[src/rtl/seg_bcd_scan.sv]
// Two-digit seven-segment back-end: captures a binary value, converts it to BCD
// (or splits hex nibbles) and time-multiplexes both digits onto the segment bus.
module seg_bcd_scan #(
    parameter int unsigned IN_W   = 8,
    parameter int unsigned SCAN_W = 11
) (
    input  logic            clk,
    input  logic            rst,
    input  logic [IN_W-1:0] din,
    input  logic            load,
    input  logic            hex_mode,
    input  logic            blank_lz,
    output logic [7:0]      digit_seg,
    output logic [1:0]      digit_cath,
    output logic            busy,
    output logic            ovf
);

    localparam int unsigned VAL_W  = 8;
    localparam int unsigned ITER_W = 4;

    localparam logic [1:0] S_IDLE   = 2'd0;
    localparam logic [1:0] S_CONV   = 2'd1;
    localparam logic [1:0] S_COMMIT = 2'd2;

    localparam logic [7:0] SEG_ZERO  = 8'b11111100;
    localparam logic [7:0] SEG_DASH  = 8'b00000010;
    localparam logic [7:0] SEG_BLANK = 8'b00000000;

    function automatic logic [3:0] add3(input logic [3:0] n);
        return (n >= 4'd5) ? (n + 4'd3) : n;
    endfunction

    function automatic logic [7:0] glyph(input logic [3:0] d);
        logic [7:0] g;
        case (d)
            4'h0: g = 8'b11111100;
            4'h1: g = 8'b01100000;
            4'h2: g = 8'b11011010;
            4'h3: g = 8'b11110010;
            4'h4: g = 8'b01100110;
            4'h5: g = 8'b10110110;
            4'h6: g = 8'b10111110;
            4'h7: g = 8'b11100000;
            4'h8: g = 8'b11111110;
            4'h9: g = 8'b11110110;
            4'hA: g = 8'b11101110;
            4'hB: g = 8'b00111110;
            4'hC: g = 8'b10011100;
            4'hD: g = 8'b01111010;
            4'hE: g = 8'b10011110;
            default: g = 8'b10001110;
        endcase
        return g;
    endfunction

    logic [1:0]        r_state;
    logic [VAL_W-1:0]  r_val;
    logic              r_hex;
    logic [ITER_W-1:0] r_iter;
    logic [3:0]        r_hund;
    logic [3:0]        r_tens;
    logic [3:0]        r_units;
    logic [3:0]        r_disp_tens;
    logic [3:0]        r_disp_units;
    logic              r_ovf;
    logic              r_busy;
    logic [SCAN_W-1:0] r_cnt;
    logic              r_phase;
    logic [7:0]        r_seg;
    logic [1:0]        r_cath;

    logic [1:0]        w_state_nxt;
    logic [VAL_W-1:0]  w_val_nxt;
    logic              w_hex_nxt;
    logic [ITER_W-1:0] w_iter_nxt;
    logic [3:0]        w_hund_nxt;
    logic [3:0]        w_tens_nxt;
    logic [3:0]        w_units_nxt;
    logic [3:0]        w_disp_tens_nxt;
    logic [3:0]        w_disp_units_nxt;
    logic              w_ovf_nxt;
    logic [3:0]        w_hund_adj;
    logic [3:0]        w_tens_adj;
    logic [3:0]        w_units_adj;
    logic [3:0]        w_digit;
    logic [7:0]        w_glyph;

    assign w_hund_adj  = add3(r_hund);
    assign w_tens_adj  = add3(r_tens);
    assign w_units_adj = add3(r_units);

    // Control FSM and double-dabble datapath next-state
    always_comb begin
        w_state_nxt      = r_state;
        w_val_nxt        = r_val;
        w_hex_nxt        = r_hex;
        w_iter_nxt       = r_iter;
        w_hund_nxt       = r_hund;
        w_tens_nxt       = r_tens;
        w_units_nxt      = r_units;
        w_disp_tens_nxt  = r_disp_tens;
        w_disp_units_nxt = r_disp_units;
        w_ovf_nxt        = r_ovf;
        case (r_state)
            S_IDLE: begin
                if (load) begin
                    w_val_nxt   = VAL_W'(din);
                    w_hex_nxt   = hex_mode;
                    w_iter_nxt  = '0;
                    w_hund_nxt  = 4'd0;
                    w_tens_nxt  = 4'd0;
                    w_units_nxt = 4'd0;
                    w_state_nxt = hex_mode ? S_COMMIT : S_CONV;
                end
            end
            S_CONV: begin
                // MSB of the IN_W-wide value feeds the units nibble
                w_hund_nxt  = {w_hund_adj[2:0], w_tens_adj[3]};
                w_tens_nxt  = {w_tens_adj[2:0], w_units_adj[3]};
                w_units_nxt = {w_units_adj[2:0], r_val[IN_W-1]};
                w_val_nxt   = {r_val[VAL_W-2:0], 1'b0};
                w_iter_nxt  = r_iter + ITER_W'(1);
                if (r_iter == ITER_W'(IN_W - 1)) begin
                    w_state_nxt = S_COMMIT;
                end
            end
            S_COMMIT: begin
                if (r_hex) begin
                    w_disp_tens_nxt  = r_val[7:4];
                    w_disp_units_nxt = r_val[3:0];
                    w_ovf_nxt        = 1'b0;
                end else if (r_hund != 4'd0) begin
                    w_disp_tens_nxt  = 4'd0;
                    w_disp_units_nxt = 4'd0;
                    w_ovf_nxt        = 1'b1;
                end else begin
                    w_disp_tens_nxt  = r_tens;
                    w_disp_units_nxt = r_units;
                    w_ovf_nxt        = 1'b0;
                end
                w_state_nxt = S_IDLE;
            end
            default: begin
                w_state_nxt = S_IDLE;
            end
        endcase
    end

    always_ff @(posedge clk or posedge rst) begin
        if (rst) begin
            r_state      <= S_IDLE;
            r_val        <= '0;
            r_hex        <= 1'b0;
            r_iter       <= '0;
            r_hund       <= 4'd0;
            r_tens       <= 4'd0;
            r_units      <= 4'd0;
            r_disp_tens  <= 4'd0;
            r_disp_units <= 4'd0;
            r_ovf        <= 1'b0;
            r_busy       <= 1'b0;
        end else begin
            r_state      <= w_state_nxt;
            r_val        <= w_val_nxt;
            r_hex        <= w_hex_nxt;
            r_iter       <= w_iter_nxt;
            r_hund       <= w_hund_nxt;
            r_tens       <= w_tens_nxt;
            r_units      <= w_units_nxt;
            r_disp_tens  <= w_disp_tens_nxt;
            r_disp_units <= w_disp_units_nxt;
            r_ovf        <= w_ovf_nxt;
            r_busy       <= (w_state_nxt != S_IDLE);
        end
    end

    // Glyph for the digit currently being scanned
    assign w_digit = r_phase ? r_disp_tens : r_disp_units;

    always_comb begin
        w_glyph = glyph(w_digit);
        if (r_ovf) begin
            w_glyph = SEG_DASH;
        end else if (r_phase && blank_lz && (r_disp_tens == 4'd0)) begin
            w_glyph = SEG_BLANK;
        end
    end

    // Segment and cathode registers share one phase so they never disagree
    always_ff @(posedge clk or posedge rst) begin
        if (rst) begin
            r_cnt   <= '0;
            r_phase <= 1'b0;
            r_seg   <= SEG_ZERO;
            r_cath  <= 2'b01;
        end else begin
            r_cnt  <= r_cnt + SCAN_W'(1);
            r_seg  <= w_glyph;
            r_cath <= r_phase ? 2'b10 : 2'b01;
            if (r_cnt == {SCAN_W{1'b1}}) begin
                r_phase <= ~r_phase;
            end
        end
    end

    assign digit_seg  = r_seg;
    assign digit_cath = r_cath;
    assign busy       = r_busy;
    assign ovf        = r_ovf;

endmodule

[config.mk]
export PLATFORM = sky130hd
export DESIGN_NAME = seg_bcd_scan
export DESIGN_NICKNAME = d
export VERILOG_FILES = /design/src/rtl/seg_bcd_scan.sv
export SDC_FILE = /design/constraint.sdc
export NUM_CORES = 1
export LEC_CHECK = 0
export ABC_AREA = 1
export BUFFER_PORTS_ARGS = -buffer_cell sky130_fd_sc_hd__buf_2
export CAP_MARGIN = 10
export CORE_ASPECT_RATIO = 0.6
export CORE_UTILIZATION = 31
export DETAILED_ROUTE_END_ITERATION = 10
export PLACE_DENSITY = 0.49
export SLEW_MARGIN = 20
export SYNTH_ARGS = -nofsm -noshare
export SYNTH_HDL_FRONTEND = slang
export SYNTH_SLANG_ARGS = --single-unit
[constraint.sdc]
create_clock -name clk -period 1.7 [get_ports clk]
set_input_delay 0.34 -clock clk [delete_from_list [all_inputs] [get_ports clk]]
set_output_delay 0.34 -clock clk [all_outputs]
set_load 0.01 [all_outputs]
## Word-level counts from Yosys, hierarchy flattened

Memories as Yosys holds them, arrays and structs flattened.
Index checks and enable logic that the tools add are counted.

- Register bits after elaboration: 59
- Bits in read-only memories: 112
- Logic and storage cells: 63
- Memories: 1

Memories:

| name | words | width | read ports | clocked after memory_dff | write ports | RTL line | source |
|---|---|---|---|---|---|---|---|
| (name not given) | 16 | 7 | 1 | 0 | 0 | 36 | `case (d)` |

- Add/sub/neg operators: 5
- Magnitude comparators: 3
- Equal/unequal tests: 5
- Multiplexer cells: 24
- Bitwise operators: 1
- Reductions and logical operators: 9

Operators by type and width:

| kind | number |
|---|---|
| $mux W4 | 8 |
| $pmux W4 S2 | 4 |
| $mux W8 | 3 |
| $pmux W8 S2 | 1 |
| $ge A4 B3 Y1 const B | 3 |
| $add A11 B1 Y11 const B | 1 |
| $eq A11 B11 Y1 const B | 1 |
| $add A4 B2 Y4 const B | 2 |
| $mux W2 | 4 |
| $add A4 B1 Y4 const B | 1 |
| $eq A4 B3 Y1 const B | 1 |
| $logic_not A4 Y1 | 1 |
| $pmux W2 S2 | 1 |
| $reduce_and A2 Y1 | 2 |
| $reduce_bool A2 Y1 | 2 |
| $reduce_bool A4 Y1 | 1 |
| $add A3 B2 Y3 const B | 1 |
| $mux W3 | 1 |
| $eq A2 B1 Y1 const B | 1 |
| $eq A2 B2 Y1 const B | 1 |
| $logic_and A1 B1 Y1 | 2 |
| $logic_not A2 Y1 | 1 |
| $mux W1 | 2 |
| $ne A2 B2 Y1 const B | 1 |
| $not A1 Y1 | 1 |

## Depth between registers and ports, before layout

Gate-level depths: netlist of run 1.

- Depth after elaboration: 4
- Depth in mapped cells: 11
- Gate-level depth less buffers: 10

## Worst setup path after synthesis of run 1

No wires, ideal clock.

- Path type: register to register
- From: reg r_phase
- To: reg r_seg[4], in the netlist digit_seg[4]
- Setup time: 0.077 ns
- Arrival: 1.384 ns
- Required time: 1.623 ns
- Setup slack: 0.239 ns
- Stages on the path, launching flop included: 11
- Buffers on the path: 1
- Clock period less this slack: 1.461 ns
- Path through: dfrtp_1 > buf_4 > inv_2 > nand2_1 > nand2_1 > inv_1 > ha_1 > nand2_1 > nand3_1 > nand2_1 > nor2_1

- Longest elaborated chain between the ends: 4

RTL lines:

| element | RTL line | source |
|---|---|---|
| start: declaration | 69 | `logic r_phase;` |
| start signal: assignment | 202 | `r_phase <= ~r_phase;` |
| $mux W4 / $logic_and A1 B1 Y1 (equally long branches) | 179, 185 |  |
| $mem_v2 Z16 W7 / $logic_and A1 B1 Y1 (equally long branches) | -- |  |
| $mux W8 (*) | 185 | `end else if (r_phase && blank_lz && (r_disp_tens == 4'd0)) begin` |
| $mux W8 (*) | 183 | `if (r_ovf) begin` |
| via w_glyph[4] | 87 | `logic [7:0] w_glyph;` |
| end signal: assignment | 199 | `r_seg <= w_glyph;` |
| end: declaration | 70 | `logic [7:0] r_seg;` |

Mark *: on every way through the listed nets, which the timed path passes. The rest lies on a longest branch.
A chain may end at the register's enable or synchronous reset.

## Final worst setup path of run 1

Same ends and word-level chain as after synthesis.

==> results of run 1 <==
-- worst paths after layout --
path,cells past startpoint,to
max,9,digit_seg[4]$_DFF_PP1_
min,3,busy$_DFF_PP0_
max reg2reg,9,digit_seg[4]$_DFF_PP1_
min reg2reg,1,r_cnt[0]$_DFF_PP0_
max in group asynchronous,3,digit_seg[4]$_DFF_PP1_
min in group clk,3,r_val[0]$_DFFE_PP0P_
-- synth_stat cells --
cell      number  share of area, %
nand2_1      118                15
dfrtp_1       51                43
inv_1         37               4.6
nor2_1        33               4.1
nand3_1       28               4.7
a21oi_1       23               3.9
o21ai_0       17               2.8
ha_1          15               6.3
dfstp_2        7               6.2
xor2_1         6               1.8
inv_2          5              0.63
nand4_1        5               1.0
buf_2          3              0.50
o211ai_1       3              0.75
o22ai_1        3              0.63
xnor2_1        3              0.88
buf_4          2              0.50
nor2_2         2              0.42
a21boi_0       1              0.25
buf_6          1              0.38
conb_1         1              0.13
nand2_2        1              0.21
nand2_4        1              0.38
nand3b_1       1              0.25
nor2_4         1              0.38
nor3_2         1              0.34
o21a_1         1              0.25
o21ai_1        1              0.17
-- cell families (layout without fill, tap and decap cells) --
logic type               Yosys count  count (layout)  share of synthesized area (%)
AO/OA/AOI/OAI                     49              49                           8.75
XOR/XNOR                           9               9                           2.64
adder cells (fa/ha/maj)           15              15                           6.28
buffers and inverters             48              87                           6.66
flip-flops                        58              58                           48.9
other                              1               1                          0.126
AND/OR/NAND/NOR                  191             191                           26.7
-- tightest hold or removal path, stage by stage --
cell and delay, ps:
buf_2 110, clkinvlp_4 70, buf_12 290
-- cell type report --
type                            instances  area, um^2
Clock buffer                           11         253
Timing Repair Buffer                   29         173
Tap cell                              130         163
Multi-Input combinational cell        265        1330
Inverter                               42         161
Sequential cell                        58        1460
Clock inverter                          5        52.6
Fill cell                             962        5670
-- metal layers --
layer	track usage (%)	part of all wire (%)
met1	22.6	55
met3	5.86	5.4
met5	0	0
met2	17.8	39
met4	4.94	0.98
-- stage by stage --
stage	total power (uW)	util (%)	setup WS, ps	std cells	area, um^2
global route	7060	38.8	38.0	540	3590
floorplan	3980	-	239	371	2990
global placement	4640	35.5	264	524	3290
finish	6460	38.8	198	540	3590
CTS	6540	38.8	201	540	3590
detailed placement	4650	35.5	220	524	3290
-- report_power, final --
part	internal (uW)	switching [uW]
logic	841	1450
registers	1910	429
clock network	1200	632
==> results.json, run 1 <==
{
  "status": "finished clean",
  "finalHoldViolCount": 0,
  "drt_pass1_iterations": 5,
  "path_delay_family": "simple AND/OR/NAND/NOR gates",
  "cts-root-buf": "clkbuf_16",
  "detail-route-antenna-nets": 0,
  "layout_common_cells": "nand2_1, dfrtp_1, inv_1",
  "powerDensity_nw_per_um2": 1800,
  "drive_gt1_share_pct": 15.6,
  "numCtsBuffers": 9,
  "start_util_pct": 32.3,
  "grt_setup_unrepaired": "false",
  "cp_cell_sequence": "inv_2 > nand2_1 > nand2_1 > inv_1 > ha_1 > nand2_1 > nand3_1 > nand2_1 > nor2_1",
  "drc": 0,
  "period_share_pct": 88.4,
  "cts_tree": "done",
  "avgRoutedWirePerCell_um": 12.1,
  "netlist_area_um2": 2990,
  "insertion_delay_ps": 330,
  "yosys_warnings": 0,
  "htreeDepth": 3,
  "diodes": 0,
  "r2r-start": "r_phase$_DFFE_PP0N_",
  "synth_nets": 399,
  "min_period_ps": 1500,
  "cpPeakStageDelay_ps": 400,
  "grt_max_degree": 59,
  "hold_path_class": "in2async",
  "critPathRequiredTime_ps": 1960,
  "dpl.hpwl_mm": 4.54,
  "die_x_um": 129,
  "viasPerCell": 4.46,
  "largest_reg_flops": 11,
  "routed_wl_mm": 6.52,
  "grt_pass1_wl_mm": 11.0,
  "crit_buf_inv": 2,
  "synth.distinct_cells": 28,
  "cp-start-kind": "flop",
  "cts-hold-fix-buffers": 0,
  "die_h_um": 78.0,
  "hold_slack_ps": 90.2,
  "fmaxAchievable_ghz": 0.666,
  "slew_viol_final": 0,
  "drt_iter0_drc": 158,
  "cp-startpoint": "r_phase$_DFFE_PP0N_",
  "crit_path_end_kind": "flop",
  "syn_area_per_cell_um2": 8.05,
  "critPathSlowestCell": "dfrtp_1",
  "grt_antenna_before_repair": 0,
  "cts.sinks": 58,
  "syn_inst": 371,
  "clkTransAtPathRegs_ps": 50,
  "crit_path_frequent_cell": "nand2_1",
  "std_cell_rows": 27,
  "postCtsSetupRepairBufs": 0,
  "gp_congestion": 0.798,
  "regMostFlops": "r_cnt",
  "areaGrowthSynthToFinish_pct": 20.2,
  "nNetsFinal": 433,
  "finalSetupViolations": 0,
  "layout_commonest_cell": "nand2_1",
  "cp_max_fo": 6,
  "grt-ovfl-total": 0,
  "leakage_uw": 0.00180,
  "portBuffers": 23,
  "clock_skew_ps": 4.53,
  "die_area_um2": 10000,
  "synth-seq-area-share_pct": 48.9,
  "grt_pass1_vias": 2205,
  "ctsResizeCount": 0,
  "drv_cap": 0,
  "core_area_um2": 9260,
  "clockBufferDepth": 2,
  "fin_tns_setup_ps": 0,
  "ys_ff_latch": 58,
  "via_count": 2406,
  "arrival_ps": 1760,
  "ios": 25,
  "grt_usage_pct": 14.7,
  "reg2reg_slack_ps": 200,
  "criticalPathCategory": "reg2reg",
  "peakVddDrop_uv": 754
}
(Power assumes the default switching activity.)
==> inputs of run 2 (changes only) <==
--- a/config.mk
+++ b/config.mk
@@ -6,12 +6,12 @@
 export NUM_CORES = 1
 export LEC_CHECK = 0
 export ABC_AREA = 1
-export BUFFER_PORTS_ARGS = -buffer_cell sky130_fd_sc_hd__buf_2
-export CAP_MARGIN = 10
 export CORE_ASPECT_RATIO = 0.6
 export CORE_UTILIZATION = 31
 export DETAILED_ROUTE_END_ITERATION = 10
-export PLACE_DENSITY = 0.49
+export DONT_BUFFER_PORTS = 1
+export MAX_ROUTING_LAYER = met4
+export PLACE_DENSITY = 0.46
 export SLEW_MARGIN = 20
 export SYNTH_ARGS = -nofsm -noshare
 export SYNTH_HDL_FRONTEND = slang
==> results.json, run 2 (synthesis gave the netlist of run 1 again) <==
{
  "grt-ovfl-total": 0,
  "clock_skew_ps": 5.25,
  "swShare_pct": 38.6,
  "final_cell_area_um2": 3490,
  "crit_path_end_kind": "flop",
  "cts-root-buf": "clkbuf_16",
  "cts.sinks": 58,
  "die_h_um": 78.0,
  "finalSetupViolations": 0,
  "cts_tree": "done",
  "cts-hold-fix-buffers": 1,
  "p_seq_share_pct": 37.8,
  "comb_power_share_pct": 33.3,
  "power.share.clock_pct": 28.9,
  "portBuffers": 0,
  "ios": 25,
  "ctsResizeCount": 0,
  "fillers": 971,
  "via_count": 2320,
  "multi_input_area_um2": 1330,
  "diodes": 0,
  "nNetsFinal": 412,
  "fmaxAchievable_ghz": 0.646,
  "finalHoldViolCount": 0,
  "grt_max_degree": 32,
  "drv_cap": 0,
  "dpl.hpwl_mm": 4.60,
  "min_period_ps": 1550,
  "period_share_pct": 91.1,
  "grt_antenna_before_repair": 0,
  "insertion_delay_ps": 330,
  "drt_iter0_drc": 140,
  "postCtsSetupRepairBufs": 0,
  "drive_gt1_share_pct": 10.3,
  "start_util_pct": 32.3,
  "grt_pass1_wl_mm": 11.2,
  "power.switching_uw": 2470,
  "die_x_um": 129,
  "regMostFlops": "r_cnt",
  "drc": 0,
  "seq_area_um2": 1460,
  "intPower_uw": 3930,
  "cp-start-kind": "flop",
  "drt_pass1_iterations": 4,
  "reg2reg_slack_ps": 150,
  "hold_slack_ps": 131,
  "status": "finished clean",
  "arrival_ps": 1810,
  "std_cell_rows": 27,
  "leakage_uw": 0.00172,
  "slew_viol_final": 0,
  "criticalPathCategory": "reg2reg",
  "layout_commonest_cell": "nand2_1",
  "largest_reg_flops": 11,
  "avgRoutedWirePerCell_um": 12.5,
  "hold_path_class": "in2reg",
  "detail-route-antenna-nets": 0,
  "clockBufferDepth": 2,
  "cp_max_fo": 6,
  "r2r-start": "r_phase$_DFFE_PP0N_",
  "areaGrowthSynthToFinish_pct": 16.9,
  "grt_pass1_vias": 2216,
  "fin_util_pct": 37.7,
  "worstSetupEndpoint": "digit_seg[7]$_DFF_PP1_",
  "viasPerCell": 4.48,
  "numCtsBuffers": 9,
  "fin_tns_setup_ps": 0,
  "die_area_um2": 10000,
  "powerDensity_nw_per_um2": 1830,
  "timing.rr.end": "digit_seg[7]$_DFF_PP1_",
  "htreeDepth": 3,
  "dpl-instance-area_um2": 3180,
  "layout_common_cells": "nand2_1, dfrtp_1, inv_1",
  "clkTransAtPathRegs_ps": 50,
  "grt_usage_pct": 15.3,
  "routed_wl_mm": 6.50,
  "r2r_cells": 9,
  "cp-startpoint": "r_phase$_DFFE_PP0N_",
  "peakVddDrop_uv": 815,
  "critPathRequiredTime_ps": 1960,
  "gp_congestion": 0.787,
  "core_area_um2": 9260,
  "grt_setup_unrepaired": "false"
}
-- run 2: changes by cell type in the layout (fill, tap and decap cells not counted) --
cell	before	now
clkbuf_1	0	1
buf_2	23	0
clkbuf_8	2	3
clkinvlp_4	2	1
clkinv_2	3	1
buf_4	5	6
dlygate4sd3_1	0	1
-- run 2: metrics by stage --
stage | setup slack, ps | instances | total power, uW
after floorplan | 239 | 371 | 3980
after CTS | 175 | 518 | 6460
final | 152 | 518 | 6400
after global routing | 38.5 | 518 | 6990
after detailed placement | 196 | 502 | 4560
after global placement | 246 | 502 | 4560
-- run 2: layout make-up --
class / count / share of cell area (%)
multi-input combinational: 265 / 38.0
inverter: 42 / 4.62
timing repair buffer: 8 / 2.15
clock buffer: 13 / 7.74
clock inverter: 2 / 1.00
sequential: 58 / 41.8
tap: 130 / 4.66
-- run 2: critical path: stages, from the launching register on --
cell and delay, ps:
dfrtp_1 410, inv_2 110, nand2_1 50, nand2_1 170, inv_1 120, ha_1 220
nand3b_1 160, nand3_1 80, nand2_1 50, nor2_1 90
-- run 2: worst min path at each step --
stage,from,to,slack [ps],cells past startpoint
final,din[0],r_val[0]$_DFFE_PP0P_,130,2
after CTS,din[0],r_val[0]$_DFFE_PP0P_,120,2
after global placement,rst,digit_seg[1]$_DFF_PP0_,240,1
after detailed placement,rst,digit_seg[1]$_DFF_PP0_,240,1
after floorplan,r_phase$_DFFE_PP0N_,digit_cath[1]$_DFF_PP0_,350,0
after global routing,din[0],r_val[0]$_DFFE_PP0P_,140,2
-- run 2: power by group through the flow --
| stage | clock [uW] | sequential [uW] | combinational, uW |
|---|---|---|---|
| finish | 1850 | 2420 | 2130 |
| global route | 1960 | 2500 | 2520 |
| detailed placement | 0 | 2430 | 2130 |
| floorplan | 0 | 2260 | 1720 |
| CTS | 1900 | 2420 | 2140 |
| global placement | 0 | 2430 | 2130 |
-- run 2: layer usage --
| layer | GRT usage (%) | up-vias | part of all wire, % |
|---|---|---|---|
| li1 | - | 1210 | - |
| met1 | 21.6 | 1056 | 56 |
| met2 | 20.1 | 45 | 38 |
| met3 | 4.91 | 9 | 4.2 |
| met4 | 5.29 | 0 | 1.1 |
| met5 | - | - | 0 |
==> inputs of run 3 (changes only) <==
--- a/config.mk
+++ b/config.mk
@@ -8,8 +8,10 @@
 export ABC_AREA = 1
 export CORE_ASPECT_RATIO = 0.6
 export CORE_UTILIZATION = 31
+export CTS_BUF_LIST = sky130_fd_sc_hd__clkbuf_4 sky130_fd_sc_hd__clkbuf_8
 export DETAILED_ROUTE_END_ITERATION = 10
 export DONT_BUFFER_PORTS = 1
+export GPL_ROUTABILITY_DRIVEN = 0
 export MAX_ROUTING_LAYER = met4
 export PLACE_DENSITY = 0.46
 export SLEW_MARGIN = 20
==> results.json, run 3 (synthesis gave the netlist of run 1 again) <==
{
  "clockBufferDepth": 2,
  "grt_pass1_vias": 2207,
  "total_power_uw": 5890,
  "cts-root-buf": "clkbuf_8",
  "crit_buf_inv": 2,
  "power.share.clock_pct": 23.1,
  "regMostFlops": "r_cnt",
  "finalSetupViolations": 0,
  "slew_viol_final": 0,
  "cts_tree": "done",
  "powerDensity_nw_per_um2": 1730,
  "ctsResizeCount": 0,
  "fmaxAchievable_ghz": 0.644,
  "leakage_uw": 0.00168,
  "status": "finished clean",
  "comb_power_share_pct": 36.0,
  "insertion_delay_ps": 350,
  "die_area_um2": 10000,
  "largest_reg_flops": 11,
  "viasPerCell": 4.49,
  "crit_path_end_kind": "flop",
  "diodes": 0,
  "clkTransAtPathRegs_ps": 70,
  "finalHoldViolCount": 0,
  "die_h_um": 78.0,
  "critPathSlowestCell": "dfrtp_1",
  "arrival_ps": 1840,
  "nNetsFinal": 412,
  "detail-route-antenna-nets": 0,
  "clock_skew_ps": 6.28,
  "std_cell_rows": 27,
  "routed_wl_mm": 6.43,
  "drt_pass1_iterations": 4,
  "criticalPathCategory": "reg2reg",
  "drv_cap": 0,
  "cp_max_fo": 6,
  "grt-ovfl-total": 0,
  "core_area_um2": 9260,
  "peakVddDrop_uv": 757,
  "layout_commonest_cell": "nand2_1",
  "grt_setup_unrepaired": "false",
  "hp-start": "din[0]",
  "critPathRequiredTime_ps": 1990,
  "ios": 25,
  "avgRoutedWirePerCell_um": 12.4,
  "cts-hold-fix-buffers": 1,
  "cp_cell_sequence": "inv_2 > nand2_1 > nand2_1 > inv_1 > ha_1 > nand2_1 > nand3_1 > nand2_1 > nor2_1",
  "dpl.hpwl_mm": 4.60,
  "cpPeakStageDelay_ps": 420,
  "grt_max_degree": 32,
  "via_count": 2324,
  "grt_antenna_before_repair": 0,
  "drc": 0,
  "cp-start-kind": "flop",
  "r2r-start": "r_phase$_DFFE_PP0N_",
  "postCtsSetupRepairBufs": 0,
  "areaGrowthSynthToFinish_pct": 13.7,
  "p_seq_share_pct": 40.9,
  "drt_iter0_drc": 156,
  "grt_pass1_wl_mm": 11.1,
  "fin_tns_setup_ps": 0,
  "swShare_pct": 40.8,
  "layout_common_cells": "nand2_1, dfrtp_1, inv_1",
  "period_share_pct": 91.3,
  "grt_usage_pct": 15.1,
  "min_period_ps": 1550,
  "path_delay_family": "simple AND/OR/NAND/NOR gates",
  "portBuffers": 0,
  "numCtsBuffers": 9,
  "cp-startpoint": "r_phase$_DFFE_PP0N_",
  "htreeDepth": 3,
  "die_x_um": 129,
  "power.switching_uw": 2410,
  "start_util_pct": 32.3,
  "hold_path_class": "in2reg",
  "intPower_uw": 3490,
  "drive_gt1_share_pct": 10.6,
  "cts.sinks": 58,
  "crit_path_frequent_cell": "nand2_1"
}
-- run 3: cell counts in the layout (fill, tap and decap cells not counted) --
Identical to the previous run, type by type.
-- run 3: area by class of cell --
type                       count  area [um^2]
tap                          130          163
sequential                    58         1460
inverter                      42          161
fill                         978         5860
multi-input combinational    265         1330
clock inverter                 2         35.0
clock buffer                  13          173
timing repair buffer           8         75.1
-- run 3: power groups by stage --
stage / logic, uW / clock network, uW / registers [uW]
after floorplan: 1720 / 0 / 2260
after global placement: 2130 / 0 / 2430
after detailed placement: 2130 / 0 / 2430
after CTS: 2140 / 1400 / 2410
after global routing: 2520 / 1460 / 2490
final: 2120 / 1360 / 2410
-- run 3: final timing paths --
check | to | slack [ps] | cells after the start
hold / removal | r_val[0]$_DFFE_PP0P_ | 110 | 2
max in group asynchronous | r_disp_tens[1]$_DFFE_PP0N_ | 740 | 3
setup reg to reg | digit_seg[4]$_DFF_PP1_ | 150 | 9
setup / recovery | digit_seg[4]$_DFF_PP1_ | 150 | 9
min in group asynchronous | digit_seg[1]$_DFF_PP0_ | 470 | 2
hold reg to reg | r_cnt[0]$_DFF_PP0_ | 450 | 1
-- run 3: metal layers --
layer | vias to the layer above | wire (um) | GRT usage (%)
li1 | 1210 | - | -
met1 | 1054 | 3540 | 21.3
met2 | 48 | 2470 | 19.8
met3 | 12 | 315 | 4.91
met4 | 0 | 101 | 5.29
met5 | - | 0 | -
-- run 3: stage by stage --
step           instances  utilization [%]  hold WS [ps]  worst slack, ps  area (um^2)
2_1_floorplan        371                -           355              239         2990
3_3_place_gp         502             34.3           240              246         3180
3_5_place_dp         502             34.3           242              196         3180
4_1_cts              518             36.7          96.0              171         3400
5_1_grt              518             36.7           116             34.4         3400
6_report             518             36.7           110              147         3400
